## config.mk

```make
export PLATFORM = sky130hd
export DESIGN_NAME = mem_port_arbiter_flat
export DESIGN_NICKNAME = d
export VERILOG_FILES = /design/src/rtl/mem_port_arbiter_if.sv /design/src/rtl/mem_port_arbiter.sv /design/src/flat_wrapper.sv
export SDC_FILE = /design/constraint.sdc
export NUM_CORES = 1
export LEC_CHECK = 0
export ABC_AREA = 1
export CELL_PAD_IN_SITES_DETAIL_PLACEMENT = 1
export CELL_PAD_IN_SITES_GLOBAL_PLACEMENT = 1
export CORE_MARGIN = 2
export CORE_UTILIZATION = 31
export DETAILED_ROUTE_END_ITERATION = 8
export PLACE_DENSITY = 0.77
export RECOVER_POWER = 25
export SLEW_MARGIN = 20
export SYNTH_ARGS = -nofsm -noshare
export SYNTH_HDL_FRONTEND = slang
export SYNTH_SLANG_ARGS = --single-unit
```

## constraint.sdc

```tcl
create_clock -name clk -period 5.91 [get_ports clk]
set_input_delay 0.591 -clock clk [delete_from_list [all_inputs] [get_ports clk]]
set_output_delay 0.591 -clock clk [all_outputs]
set_load 0.03 [all_outputs]
```

## src/rtl/mem_port_arbiter_if.sv

```systemverilog
// mem_port_arbiter_if: bundles the core-side fetch/data handshakes and the
// external memory handshake of mem_port_arbiter.
//   Fetch port : if_req, if_addr -> if_ack, if_err, if_rdata
//   Data port  : d_req, d_we, d_addr, d_wdata -> d_ack, d_err, d_rdata
//   Memory port: mem_req, mem_we, mem_addr, mem_wdata <- mem_ack, mem_rdata
//   Status     : busy
// Modport slave is the arbiter's view; modport master is the surrounding
// system (core plus memory) view.
interface mem_port_arbiter_if #(
  parameter int unsigned Width = 32
);
  logic             if_req;
  logic [Width-1:0] if_addr;
  logic             if_ack;
  logic             if_err;
  logic [Width-1:0] if_rdata;

  logic             d_req;
  logic             d_we;
  logic [Width-1:0] d_addr;
  logic [Width-1:0] d_wdata;
  logic             d_ack;
  logic             d_err;
  logic [Width-1:0] d_rdata;

  logic             mem_req;
  logic             mem_we;
  logic [Width-1:0] mem_addr;
  logic [Width-1:0] mem_wdata;
  logic             mem_ack;
  logic [Width-1:0] mem_rdata;

  logic             busy;

  modport slave (
    input  if_req, if_addr, d_req, d_we, d_addr, d_wdata, mem_ack, mem_rdata,
    output if_ack, if_err, if_rdata, d_ack, d_err, d_rdata,
    output mem_req, mem_we, mem_addr, mem_wdata, busy
  );

  modport master (
    output if_req, if_addr, d_req, d_we, d_addr, d_wdata, mem_ack, mem_rdata,
    input  if_ack, if_err, if_rdata, d_ack, d_err, d_rdata,
    input  mem_req, mem_we, mem_addr, mem_wdata, busy
  );
endinterface

```

## src/rtl/mem_port_arbiter.sv

```systemverilog
// mem_port_arbiter: shares one single-port memory between the instruction
// fetch port and the data load/store port. One transaction in flight,
// round-robin on simultaneous requests, optional ack timeout that completes
// the transaction with an error response. All outputs are registered.
// Ports:
//   clk   - clock, rising edge
//   PCrst - asynchronous active-high reset
//   bus   - mem_port_arbiter_if.slave (fetch, data and memory handshakes, busy)
// Parameters:
//   Width   - address/data width
//   TIMEOUT - WAIT cycles before giving up on mem_ack; 0 disables the timeout
module mem_port_arbiter #(
  parameter int unsigned Width   = 32,
  parameter int unsigned TIMEOUT = 16
) (
  input  logic                clk,
  input  logic                PCrst,
  mem_port_arbiter_if.slave   bus
);

  localparam int unsigned CntW      = (TIMEOUT == 0) ? 1 : $clog2(TIMEOUT + 1);
  localparam bit          TimeoutEn = (TIMEOUT != 0);
  localparam int unsigned LastCntI  = (TIMEOUT == 0) ? 0 : TIMEOUT - 1;
  localparam logic [CntW-1:0] LastCnt = CntW'(LastCntI);

  typedef enum logic [1:0] {
    IDLE = 2'd0,
    WAIT = 2'd1,
    RESP = 2'd2
  } state_t;

  // grant encoding: 0 = fetch, 1 = data
  localparam logic GntIf = 1'b0;
  localparam logic GntD  = 1'b1;

  state_t           state_q, state_d;
  logic             gnt_q, gnt_d;
  logic             last_q, last_d;
  logic [CntW-1:0]  cnt_q, cnt_d;
  logic             mem_req_q, mem_req_d;
  logic             mem_we_q, mem_we_d;
  logic [Width-1:0] mem_addr_q, mem_addr_d;
  logic [Width-1:0] mem_wdata_q, mem_wdata_d;
  logic             if_ack_q, if_ack_d;
  logic             if_err_q, if_err_d;
  logic [Width-1:0] if_rdata_q, if_rdata_d;
  logic             d_ack_q, d_ack_d;
  logic             d_err_q, d_err_d;
  logic [Width-1:0] d_rdata_q, d_rdata_d;
  logic             busy_q, busy_d;
  logic             sel;

  // Next-state and output logic. Ack/err are raised on the WAIT->RESP
  // transition so the registered pulse lines up exactly with the RESP cycle.
  always_comb begin
    state_d     = state_q;
    gnt_d       = gnt_q;
    last_d      = last_q;
    cnt_d       = cnt_q;
    mem_req_d   = mem_req_q;
    mem_we_d    = mem_we_q;
    mem_addr_d  = mem_addr_q;
    mem_wdata_d = mem_wdata_q;
    if_ack_d    = 1'b0;
    if_err_d    = 1'b0;
    if_rdata_d  = if_rdata_q;
    d_ack_d     = 1'b0;
    d_err_d     = 1'b0;
    d_rdata_d   = d_rdata_q;
    sel         = GntIf;

    case (state_q)
      IDLE: begin
        if (bus.if_req || bus.d_req) begin
          // single requester wins; on a tie the port not served last wins
          if (bus.if_req && bus.d_req) begin
            sel = ~last_q;
          end else begin
            sel = bus.d_req ? GntD : GntIf;
          end
          gnt_d       = sel;
          mem_req_d   = 1'b1;
          mem_we_d    = (sel == GntD) ? bus.d_we : 1'b0;
          mem_addr_d  = (sel == GntD) ? bus.d_addr : bus.if_addr;
          mem_wdata_d = (sel == GntD) ? bus.d_wdata : '0;
          cnt_d       = '0;
          state_d     = WAIT;
        end
      end

      WAIT: begin
        if (bus.mem_ack) begin
          mem_req_d = 1'b0;
          state_d   = RESP;
          if (gnt_q == GntD) begin
            d_rdata_d = bus.mem_rdata;
            d_ack_d   = 1'b1;
          end else begin
            if_rdata_d = bus.mem_rdata;
            if_ack_d   = 1'b1;
          end
        end else if (TimeoutEn && (cnt_q == LastCnt)) begin
          mem_req_d = 1'b0;
          state_d   = RESP;
          if (gnt_q == GntD) begin
            d_rdata_d = '0;
            d_ack_d   = 1'b1;
            d_err_d   = 1'b1;
          end else begin
            if_rdata_d = '0;
            if_ack_d   = 1'b1;
            if_err_d   = 1'b1;
          end
        end else if (TimeoutEn) begin
          cnt_d = cnt_q + CntW'(1);
        end
      end

      RESP: begin
        last_d  = gnt_q;
        state_d = IDLE;
      end

      default: begin
        state_d   = IDLE;
        mem_req_d = 1'b0;
      end
    endcase

    busy_d = (state_d != IDLE);
  end

  // State and output registers
  always_ff @(posedge clk or posedge PCrst) begin
    if (PCrst) begin
      state_q     <= IDLE;
      gnt_q       <= GntIf;
      last_q      <= GntD;
      cnt_q       <= '0;
      mem_req_q   <= 1'b0;
      mem_we_q    <= 1'b0;
      mem_addr_q  <= '0;
      mem_wdata_q <= '0;
      if_ack_q    <= 1'b0;
      if_err_q    <= 1'b0;
      if_rdata_q  <= '0;
      d_ack_q     <= 1'b0;
      d_err_q     <= 1'b0;
      d_rdata_q   <= '0;
      busy_q      <= 1'b0;
    end else begin
      state_q     <= state_d;
      gnt_q       <= gnt_d;
      last_q      <= last_d;
      cnt_q       <= cnt_d;
      mem_req_q   <= mem_req_d;
      mem_we_q    <= mem_we_d;
      mem_addr_q  <= mem_addr_d;
      mem_wdata_q <= mem_wdata_d;
      if_ack_q    <= if_ack_d;
      if_err_q    <= if_err_d;
      if_rdata_q  <= if_rdata_d;
      d_ack_q     <= d_ack_d;
      d_err_q     <= d_err_d;
      d_rdata_q   <= d_rdata_d;
      busy_q      <= busy_d;
    end
  end

  assign bus.mem_req   = mem_req_q;
  assign bus.mem_we    = mem_we_q;
  assign bus.mem_addr  = mem_addr_q;
  assign bus.mem_wdata = mem_wdata_q;
  assign bus.if_ack    = if_ack_q;
  assign bus.if_err    = if_err_q;
  assign bus.if_rdata  = if_rdata_q;
  assign bus.d_ack     = d_ack_q;
  assign bus.d_err     = d_err_q;
  assign bus.d_rdata   = d_rdata_q;
  assign bus.busy      = busy_q;

endmodule

```

## src/flat_wrapper.sv

```systemverilog
// flat-port wrapper written by rule: the top's interface ports become plain ports
module mem_port_arbiter_flat 
#(
  parameter int unsigned Width   = 32,
  parameter int unsigned TIMEOUT = 16
)
  (clk, PCrst, bus_if_req, bus_if_addr, bus_d_req, bus_d_we, bus_d_addr, bus_d_wdata, bus_mem_ack, bus_mem_rdata, bus_if_ack, bus_if_err, bus_if_rdata, bus_d_ack, bus_d_err, bus_d_rdata, bus_mem_req, bus_mem_we, bus_mem_addr, bus_mem_wdata, bus_busy);
  mem_port_arbiter_if #(.Width(Width)) bus_i ();
  input  logic clk;
  input  logic PCrst;
  input wire logic [$bits(bus_i.if_req)-1:0] bus_if_req;
  input wire logic [$bits(bus_i.if_addr)-1:0] bus_if_addr;
  input wire logic [$bits(bus_i.d_req)-1:0] bus_d_req;
  input wire logic [$bits(bus_i.d_we)-1:0] bus_d_we;
  input wire logic [$bits(bus_i.d_addr)-1:0] bus_d_addr;
  input wire logic [$bits(bus_i.d_wdata)-1:0] bus_d_wdata;
  input wire logic [$bits(bus_i.mem_ack)-1:0] bus_mem_ack;
  input wire logic [$bits(bus_i.mem_rdata)-1:0] bus_mem_rdata;
  output wire logic [$bits(bus_i.if_ack)-1:0] bus_if_ack;
  output wire logic [$bits(bus_i.if_err)-1:0] bus_if_err;
  output wire logic [$bits(bus_i.if_rdata)-1:0] bus_if_rdata;
  output wire logic [$bits(bus_i.d_ack)-1:0] bus_d_ack;
  output wire logic [$bits(bus_i.d_err)-1:0] bus_d_err;
  output wire logic [$bits(bus_i.d_rdata)-1:0] bus_d_rdata;
  output wire logic [$bits(bus_i.mem_req)-1:0] bus_mem_req;
  output wire logic [$bits(bus_i.mem_we)-1:0] bus_mem_we;
  output wire logic [$bits(bus_i.mem_addr)-1:0] bus_mem_addr;
  output wire logic [$bits(bus_i.mem_wdata)-1:0] bus_mem_wdata;
  output wire logic [$bits(bus_i.busy)-1:0] bus_busy;
  assign bus_i.if_req = bus_if_req;
  assign bus_i.if_addr = bus_if_addr;
  assign bus_i.d_req = bus_d_req;
  assign bus_i.d_we = bus_d_we;
  assign bus_i.d_addr = bus_d_addr;
  assign bus_i.d_wdata = bus_d_wdata;
  assign bus_i.mem_ack = bus_mem_ack;
  assign bus_i.mem_rdata = bus_mem_rdata;
  assign bus_if_ack = bus_i.if_ack;
  assign bus_if_err = bus_i.if_err;
  assign bus_if_rdata = bus_i.if_rdata;
  assign bus_d_ack = bus_i.d_ack;
  assign bus_d_err = bus_i.d_err;
  assign bus_d_rdata = bus_i.d_rdata;
  assign bus_mem_req = bus_i.mem_req;
  assign bus_mem_we = bus_i.mem_we;
  assign bus_mem_addr = bus_i.mem_addr;
  assign bus_mem_wdata = bus_i.mem_wdata;
  assign bus_busy = bus_i.busy;
  mem_port_arbiter #(.Width(Width), .TIMEOUT(TIMEOUT)) u_core (.clk(clk), .PCrst(PCrst), .bus(bus_i));
endmodule
```

After elaboration in Yosys (flattened, before gate mapping)
Cells that the tools add are included.
- output and inout bits: 135
- flip-flop bits (word level): 144
- add/subtract/negate cells: 1
- mux-type cells: 39
- reductions and logical operators: 11
- eq/ne operators: 7
- bitwise logic cells: 3
- operator list (kind ; count):
    $mux W32 ; 10
    $mux W1 ; 20
    $mux W5 ; 3
    $pmux W5 S2 ; 1
    $reduce_and A3 Y1 ; 3
    $mux W2 ; 3
    $reduce_bool A2 Y1 ; 3
    $add A5 B1 Y5 const B ; 1
    $eq A5 B4 Y1 const B ; 1
    $ne A2 B2 Y1 const B ; 2
    $pmux W2 S2 ; 1
    $reduce_and A4 Y1 ; 1
    $ne A3 B2 Y1 const B ; 1
    $not A1 Y1 ; 3
    $pmux W1 S3 ; 1
    $eq A2 B1 Y1 const B ; 1
    $eq A2 B2 Y1 const B ; 1
    $logic_not A2 Y1 ; 1
    $ne A2 B1 Y1 const B ; 1
    $reduce_and A2 Y1 ; 1
    $logic_and A1 B1 Y1 ; 1
    $logic_or A1 B1 Y1 ; 1

Longest topological paths before layout
Gate-level depths: netlist of the first run.
- word-level depth: 5
- gate-level depth with buffers: 10
- depth with buffers taken out: 9

Worst setup path after synthesis of the first run
No wires, ideal clock.
- path kind: register -> register
- start: register u_core.cnt_q[0]
- end: register u_core.d_rdata_q[29], in the netlist u_core.bus.d_rdata[29]
- path slack: 4290 ps
- cell stages (with the launch flop): 11
- path buffers: 1
- library setup time: 66 ps
- arrival: 1553 ps
- data required time: 5844 ps
- path through: dfrtp_1 -> ha_1 -> nand2_1 -> nor2_1 -> ha_1 -> nor2_2 -> nor2_8 -> nand2_4 -> buf_6 -> nand2_1 -> nand2_1
- longest elaborated chain between the ends: 3
- ends and longest elaborated chain (element ; line ; source):
    start, declared ; mem_port_arbiter.sv:39 ; logic [CntW-1:0] cnt_q, cnt_d;
    start signal, assigned ; mem_port_arbiter.sv:155 ; cnt_q <= cnt_d;
    $eq A5 B4 Y1 ; mem_port_arbiter.sv:102 ; end else if (TimeoutEn && (cnt_q == LastCnt)) begin
    $reduce_bool A2 Y1 (no source line) ; -- ;
    $reduce_and A3 Y1 (no source line) ; -- ;
    end signal, assigned ; mem_port_arbiter.sv:165 ; d_rdata_q <= d_rdata_d;
    end, declared ; mem_port_arbiter.sv:49 ; logic [Width-1:0] d_rdata_q, d_rdata_d;
Every way passes these cells.
A chain may end at the register's enable or synchronous reset.

Worst setup path in the final report of the first run
- start: register u_core.gnt_q
- end: register u_core.if_rdata_q[24], in the netlist u_core.bus.if_rdata[24]
- longest elaborated chain between the ends: 2
- ends and longest elaborated chain (element ; line ; source):
    start, declared ; mem_port_arbiter.sv:37 ; logic gnt_q, gnt_d;
    start signal, assigned ; mem_port_arbiter.sv:137 ; gnt_q <= GntIf;
    start signal, assigned ; mem_port_arbiter.sv:153 ; gnt_q <= gnt_d;
    $not A1 Y1 (no source line) ; -- ;
    $reduce_and A3 Y1 (no source line) ; -- ;
    end signal, assigned ; mem_port_arbiter.sv:162 ; if_rdata_q <= if_rdata_d;
    end, declared ; mem_port_arbiter.sv:46 ; logic [Width-1:0] if_rdata_q, if_rdata_d;
Every way passes these cells.

==> results.py, run 1 <==
metrics = {
    "logic_synthesis": {
        "synthDistinctLibCells": 22,
        "netlist_instances": 785,
        "ys_seq_area_frac": 0.554,
        "yosys_warnings": 0,
        "synth_area_um2": 6500,
        "synth_nets": 921,
        "synth.top_cell.area_share": 0.550,
        "ys_ff_latch": 144,
        "yosysTopAreaCell": "dfrtp_1",
        "syn_avg_cell_area_um2": 8.29,
        "synth_area_leaders": "dfrtp_1 55%, nand2_1 20%, nand4_1 6.3%",
    },
    "timing": {
        "setup_viol": 0,
        "max_freq_ghz": 0.315,
        "finalCritPeriodShare": 0.536,
        "drv_slew": 0,
        "worst_pin_slew_ps": 1300,
        "rsz0062_at_grt": "false",
        "timing.setup.tns_ps": 0,
        "clock_skew_ps": 19.7,
        "relSlewSlack": 0.129,
        "hold_violations": 0,
        "post-route-min-period_ps": 3170,
    },
    "route": {
        "drc": 0,
        "via_count": 6068,
        "vias_per_cell": 4.63,
        "wl_per_cell_um": 16.7,
        "routed_wl_um": 21800,
        "ant_nets": 0,
        "first_iter_violations": 280,
        "first_pass_iters": 5,
    },
    "global_route": {
        "grt_use_total": 0.201,
        "overflow": 0,
        "grt_antenna_before_repair": 0,
        "grt_pass1_vias": 6425,
        "grt_pass1_wl_um": 34800,
        "grt_max_degree": 93,
    },
    "finish": {
        "final_common_cell": "nand2_1",
        "post-route-util": 0.482,
        "antenna_cells": 0,
        "final_cells": 1310,
        "fillers": 2451,
        "num-nets-final": 1164,
        "mostFrequentLayoutCells": "352 x nand2_1, 262 x clkdlybuf4s50_1, 143 x dfrtp_1",
        "area_growth_pct": 51.3,
        "drive_above_1_share": 0.0490,
    },
    "power_and_ir_drop": {
        "seqPwrFrac": 0.298,
        "power.switching_mw": 2.51,
        "power.share.switching": 0.440,
        "leakage_nw": 4.95,
        "pwr_density_cell_nw_per_um2": 579,
        "vdd_drop_max_mv": 0.267,
        "combPwrFrac": 0.501,
        "pwr-share-clk": 0.201,
        "p_int_mw": 3.19,
    },
    "floorplanning": {
        "num_rows": 52,
        "start_util": 0.318,
        "die_x_um": 149,
        "fp.dieH_um": 149,
        "core_area_um2": 20400,
        "io_pins": 269,
        "dieArea_um2": 22200,
    },
    "run": {
        "maxCapViolations": 0,
    },
    "worst_setup_path": {
        "worstPathCellList": "buf_4 -> inv_1 -> nand2_1 -> nand2_1 -> nand2_1",
        "critical_path_class": "reg -> reg",
        "cp_top_family": "simple AND/OR/NAND/NOR gates",
        "worstSetupStartpointType": "register",
        "cp_slowest_cell": "nand2_1",
        "required_ps": 6200,
        "cp.buffers_inverters": 2,
        "crit_top_cell": "nand2_1",
        "crit_fanout": 37,
        "endpoint_kind": "register",
        "crit_arrival_ps": 3460,
        "max_stage_delay_ps": 1100,
    },
    "placed_design": {
        "gp_congestion": 0.756,
        "io_buffers": 268,
        "placedCellCount": 1279,
        "hpwl_um": 14800,
    },
    "clocking": {
        "htree_levels": 4,
        "holdBufCountCts": 0,
        "cts_max_path_buffers": 2,
        "cts_tree": "done",
        "cts.sinks": 144,
        "clock-root-buffer": "clkbuf_16",
        "cts_buffers": 17,
        "clk_latency_ps": 430,
        "post_cts_buffers": 0,
        "cts_resized": 0,
        "clk_pin_slew_worst_paths_ps": 60,
    },
    "hold_path": {
        "hp-class": "reg -> reg",
    },
    "outcome": {
        "outcome": "finished, final reports clean",
    },
}
[power groups by stage]
stage	registers (mW)	clock network [mW]	logic, mW
6_report	1.70	1.14	2.85
3_5_place_dp	1.70	0	2.90
5_1_grt	1.76	1.22	3.08
3_3_place_gp	1.69	0	2.86
4_1_cts	1.70	1.18	2.91
2_1_floorplan	2.52	0	0.887
[metrics by stage]
stage                     setup slack (ps)  cell area [um2]  hold slack (ps)  power, mW
after floorplan                       1450             6500              450       3.40
after global placement                2890             9240              453       4.55
after detailed placement              2770             9240              458       4.61
after CTS                             3220             9860              473       5.79
after global routing                  2340             9840              493       6.06
final                                 2740             9840              470       5.69
[path summary, 6_finish.rpt]
| path | start | endpoint | slack (ps) | cells past startpoint |
|---|---|---|---|---|
| max | u_core.gnt_q | u_core.bus.if_rdata[24] | 2740 | 5 |
| min | u_core.bus.if_rdata[13] | u_core.bus.if_rdata[13] | 470 | 2 |
| max reg2reg | u_core.gnt_q | u_core.bus.if_rdata[24] | 2740 | 5 |
| min reg2reg | u_core.bus.if_rdata[13] | u_core.bus.if_rdata[13] | 470 | 2 |
| max in group asynchronous | PCrst | u_core.bus.d_rdata[5] | 3800 | 3 |
| min in group asynchronous | PCrst | u_core.bus.d_rdata[16] | 860 | 2 |
[cells in the mapped netlist, drive strengths merged]
library cell / count
nand4: 65
inv: 80
nand3: 71
nor4: 1
nor3: 1
ha: 2
o21ai: 2
nand2: 356
buf: 40
nor2: 12
dfrtp: 143
dfstp: 1
clkbuf: 11
[routing by layer]
layer,GRT usage,share of wire
met1,0.248,0.42
met5,0,0
met3,0.0771,0.082
met2,0.338,0.49
met4,0.0414,0.0063
[area by class of cell]
class                           instances  area (um2)  share of cell area
Sequential cell                       144        3600               0.366
Clock inverter                         14         191              0.0195
Tap cell                              270         338              0.0343
Inverter                               80         305              0.0310
Clock buffer                           17         425              0.0432
Multi-Input combinational cell        510        2240               0.228
Timing Repair Buffer                  275        2730               0.278
[worst min-delay path: stages (launching register included)]
cell and delay (ps):
dfrtp_1 340, nand2_1 50, nand2_1 40
[state kept, by name (all words and copies together), names as in the netlist, 2 cells and up]
signal	flops
u_core.bus.mem_addr	32
u_core.state_q	2
u_core.cnt_q	5
u_core.bus.if_rdata	32
u_core.bus.d_rdata	32
u_core.bus.mem_wdata	32
[logic make-up (layout without fill, tap and decap cells)]
| family | after synthesis | count (layout) | synth area share |
|---|---|---|---|
| simple gates | 506 | 506 | 0.342 |
| flops | 144 | 144 | 0.554 |
| buf+inv | 131 | 386 | 0.0981 |
| fa+ha+maj | 2 | 2 | 0.00385 |
| compound gates | 2 | 2 | 0.00154 |
No activity file was read; power rests on OpenSTA's default activity.
==> run 2, diff against run 1 <==
==> constraint.sdc (replaced) <==
create_clock -name clk -period 3.2 [get_ports clk]
set_input_delay 0.32 -clock clk [delete_from_list [all_inputs] [get_ports clk]]
set_output_delay 0.32 -clock clk [all_outputs]
set_load 0.03 [all_outputs]
==> run 2 against run 1 <==
Setup slack worse by 1500 ps. Non-clock buffer count is 2 higher. Sequential cell count stayed put. Combinational power is 86% higher. Global-route usage is 0.53 points lower. Cell area is 0.22% higher. Die area stayed put. Hold slack worse by 180 ps. Critical endpoint is now u_core.bus.if_rdata[31]. Largest power group unchanged.
==> results.py, run 2 (synthesis results as in run 1) <==
metrics = {
    "timing": {
        "rsz0062_at_grt": "false",
        "setup_ws_ps": 1200,
        "hold_violations": 0,
        "timing.setup.tns_ps": 0,
        "max_freq_ghz": 0.499,
        "finalCritPeriodShare": 0.626,
        "setup_viol": 0,
        "holdWs_ps": 290,
        "drv_slew": 0,
        "relSlewSlack": 0.0972,
        "post-route-min-period_ps": 2000,
        "clock_skew_ps": 9.35,
        "worst_pin_slew_ps": 1350,
    },
    "clocking": {
        "clock-root-buffer": "clkbuf_16",
        "cts_buffers": 17,
        "clk_pin_slew_worst_paths_ps": 60,
        "holdBufCountCts": 0,
        "clk_latency_ps": 420,
        "cts_tree": "done",
        "cts_max_path_buffers": 2,
        "cts_resized": 0,
        "htree_levels": 4,
        "post_cts_buffers": 0,
        "cts.sinks": 144,
    },
    "finish": {
        "regArea_um2": 3600,
        "final_common_cell": "nand2_1",
        "drive_above_1_share": 0.0566,
        "multi_input_area_um2": 2260,
        "mostFrequentLayoutCells": "349 x nand2_1, 266 x clkdlybuf4s50_1, 143 x dfrtp_1",
        "num-nets-final": 1166,
        "antenna_cells": 0,
        "area_growth_pct": 51.6,
        "post-route-util": 0.483,
        "final_cells": 1313,
        "fillers": 2397,
    },
    "power_and_ir_drop": {
        "power.share.switching": 0.447,
        "seqPwrFrac": 0.302,
        "vdd_drop_max_mv": 0.587,
        "p_int_mw": 5.77,
        "power.switching_mw": 4.66,
        "pwr_density_cell_nw_per_um2": 1060,
        "leakage_nw": 4.95,
        "pwr-share-clk": 0.190,
        "combPwrFrac": 0.508,
    },
    "global_route": {
        "grt_max_degree": 83,
        "overflow": 0,
        "grt_pass1_vias": 6311,
        "grt_antenna_before_repair": 0,
        "grt_pass1_wl_um": 34100,
        "grt_use_total": 0.196,
    },
    "worst_setup_path": {
        "ff2ff_setup_slack_ps": 1250,
        "required_ps": 3500,
        "r2r_end": "u_core.bus.if_rdata[31]",
        "worstPathCellList": "dlygate4sd3_1 -> clkinvlp_2 -> clkbuf_2",
        "reg2reg_depth": 9,
        "endpoint_kind": "async pin",
        "crit-reg2reg-launch": "u_core.cnt_q[0]",
        "worstSetupStartpointType": "input pin",
        "critical_path_class": "in -> async",
        "max_stage_delay_ps": 1070,
        "crit_fanout": 54,
        "crit_arrival_ps": 2300,
        "cp_slowest_cell": "clkbuf_2",
    },
    "floorplanning": {
        "num_rows": 52,
        "io_pins": 269,
        "start_util": 0.318,
        "die_x_um": 149,
        "dieArea_um2": 22200,
        "core_area_um2": 20400,
        "fp.dieH_um": 149,
    },
    "route": {
        "ant_nets": 0,
        "wl_per_cell_um": 16.2,
        "via_count": 6115,
        "drc": 0,
        "routed_wl_um": 21200,
        "vias_per_cell": 4.66,
        "first_iter_violations": 226,
        "first_pass_iters": 4,
    },
    "run": {
        "maxCapViolations": 0,
    },
    "hold_path": {
        "hp-start": "bus_mem_ack",
        "holdPathStages": 3,
        "hp-class": "in -> reg",
        "hold_end": "u_core.state_q[1]",
    },
    "placed_design": {
        "hpwl_um": 14700,
        "io_buffers": 268,
        "dp_slack_ps": 946,
        "placedCellCount": 1281,
        "gp_congestion": 0.791,
    },
    "outcome": {
        "outcome": "finished, final reports clean",
    },
}
[run 2: cell types whose count changed in the layout (fill, tap and decap cells not counted), sizes merged, moves of 2 or more]
cell,before,now
dlygate4sd3,5,1
clkinv,5,3
clkdlybuf4s50,262,266
clkinvlp,4,7
bufinv,4,2
inv,81,83
[run 2: worst max-delay path by stage]
stage | start | to | slack (ps) | cells past startpoint
floorplan | PCrst | u_core.bus.busy | 1080 | 1
detailed placement | bus_if_req | u_core.bus.mem_wdata[31] | 950 | 7
finish | PCrst | u_core.bus.if_rdata[31] | 1200 | 3
global route | PCrst | u_core.bus.if_rdata[19] | 780 | 3
global placement | bus_if_req | u_core.bus.mem_wdata[21] | 1040 | 7
CTS | u_core.cnt_q[0] | u_core.bus.if_rdata[5] | 1230 | 9
[run 2: metal layers]
layer,vias up,global-route usage,wire (um)
li1,2958,-,-
met1,2943,0.245,9100
met2,200,0.327,10200
met3,14,0.0728,1760
met4,0,0.0371,167
met5,-,0,0
[run 2: layout make-up]
type / instances / area share
Tap cell: 270 / 0.0343
Multi-Input combinational cell: 510 / 0.230
Inverter: 80 / 0.0306
Clock buffer: 17 / 0.0431
Sequential cell: 144 / 0.366
Timing Repair Buffer: 277 / 0.281
Clock inverter: 15 / 0.0161
[run 2: power groups by stage]
stage / clock network [mW] / logic, mW / registers (mW)
after CTS: 2.04 / 5.39 / 3.15
after global routing: 2.12 / 5.72 / 3.25
after detailed placement: 0 / 5.38 / 3.15
after floorplan: 0 / 1.64 / 4.65
final: 1.98 / 5.30 / 3.14
after global placement: 0 / 5.29 / 3.14
[run 2: critical path, delay by kind of cell]
kind                   cells  cell delay (ps)
buffers and inverters      3             1930
[run 2: per-stage QoR]
step | total power [mW] | area (um2)
2_1_floorplan | 6.29 | 6510
3_3_place_gp | 8.43 | 9290
3_5_place_dp | 8.53 | 9290
4_1_cts | 10.6 | 9880
5_1_grt | 11.1 | 9860
6_report | 10.4 | 9860
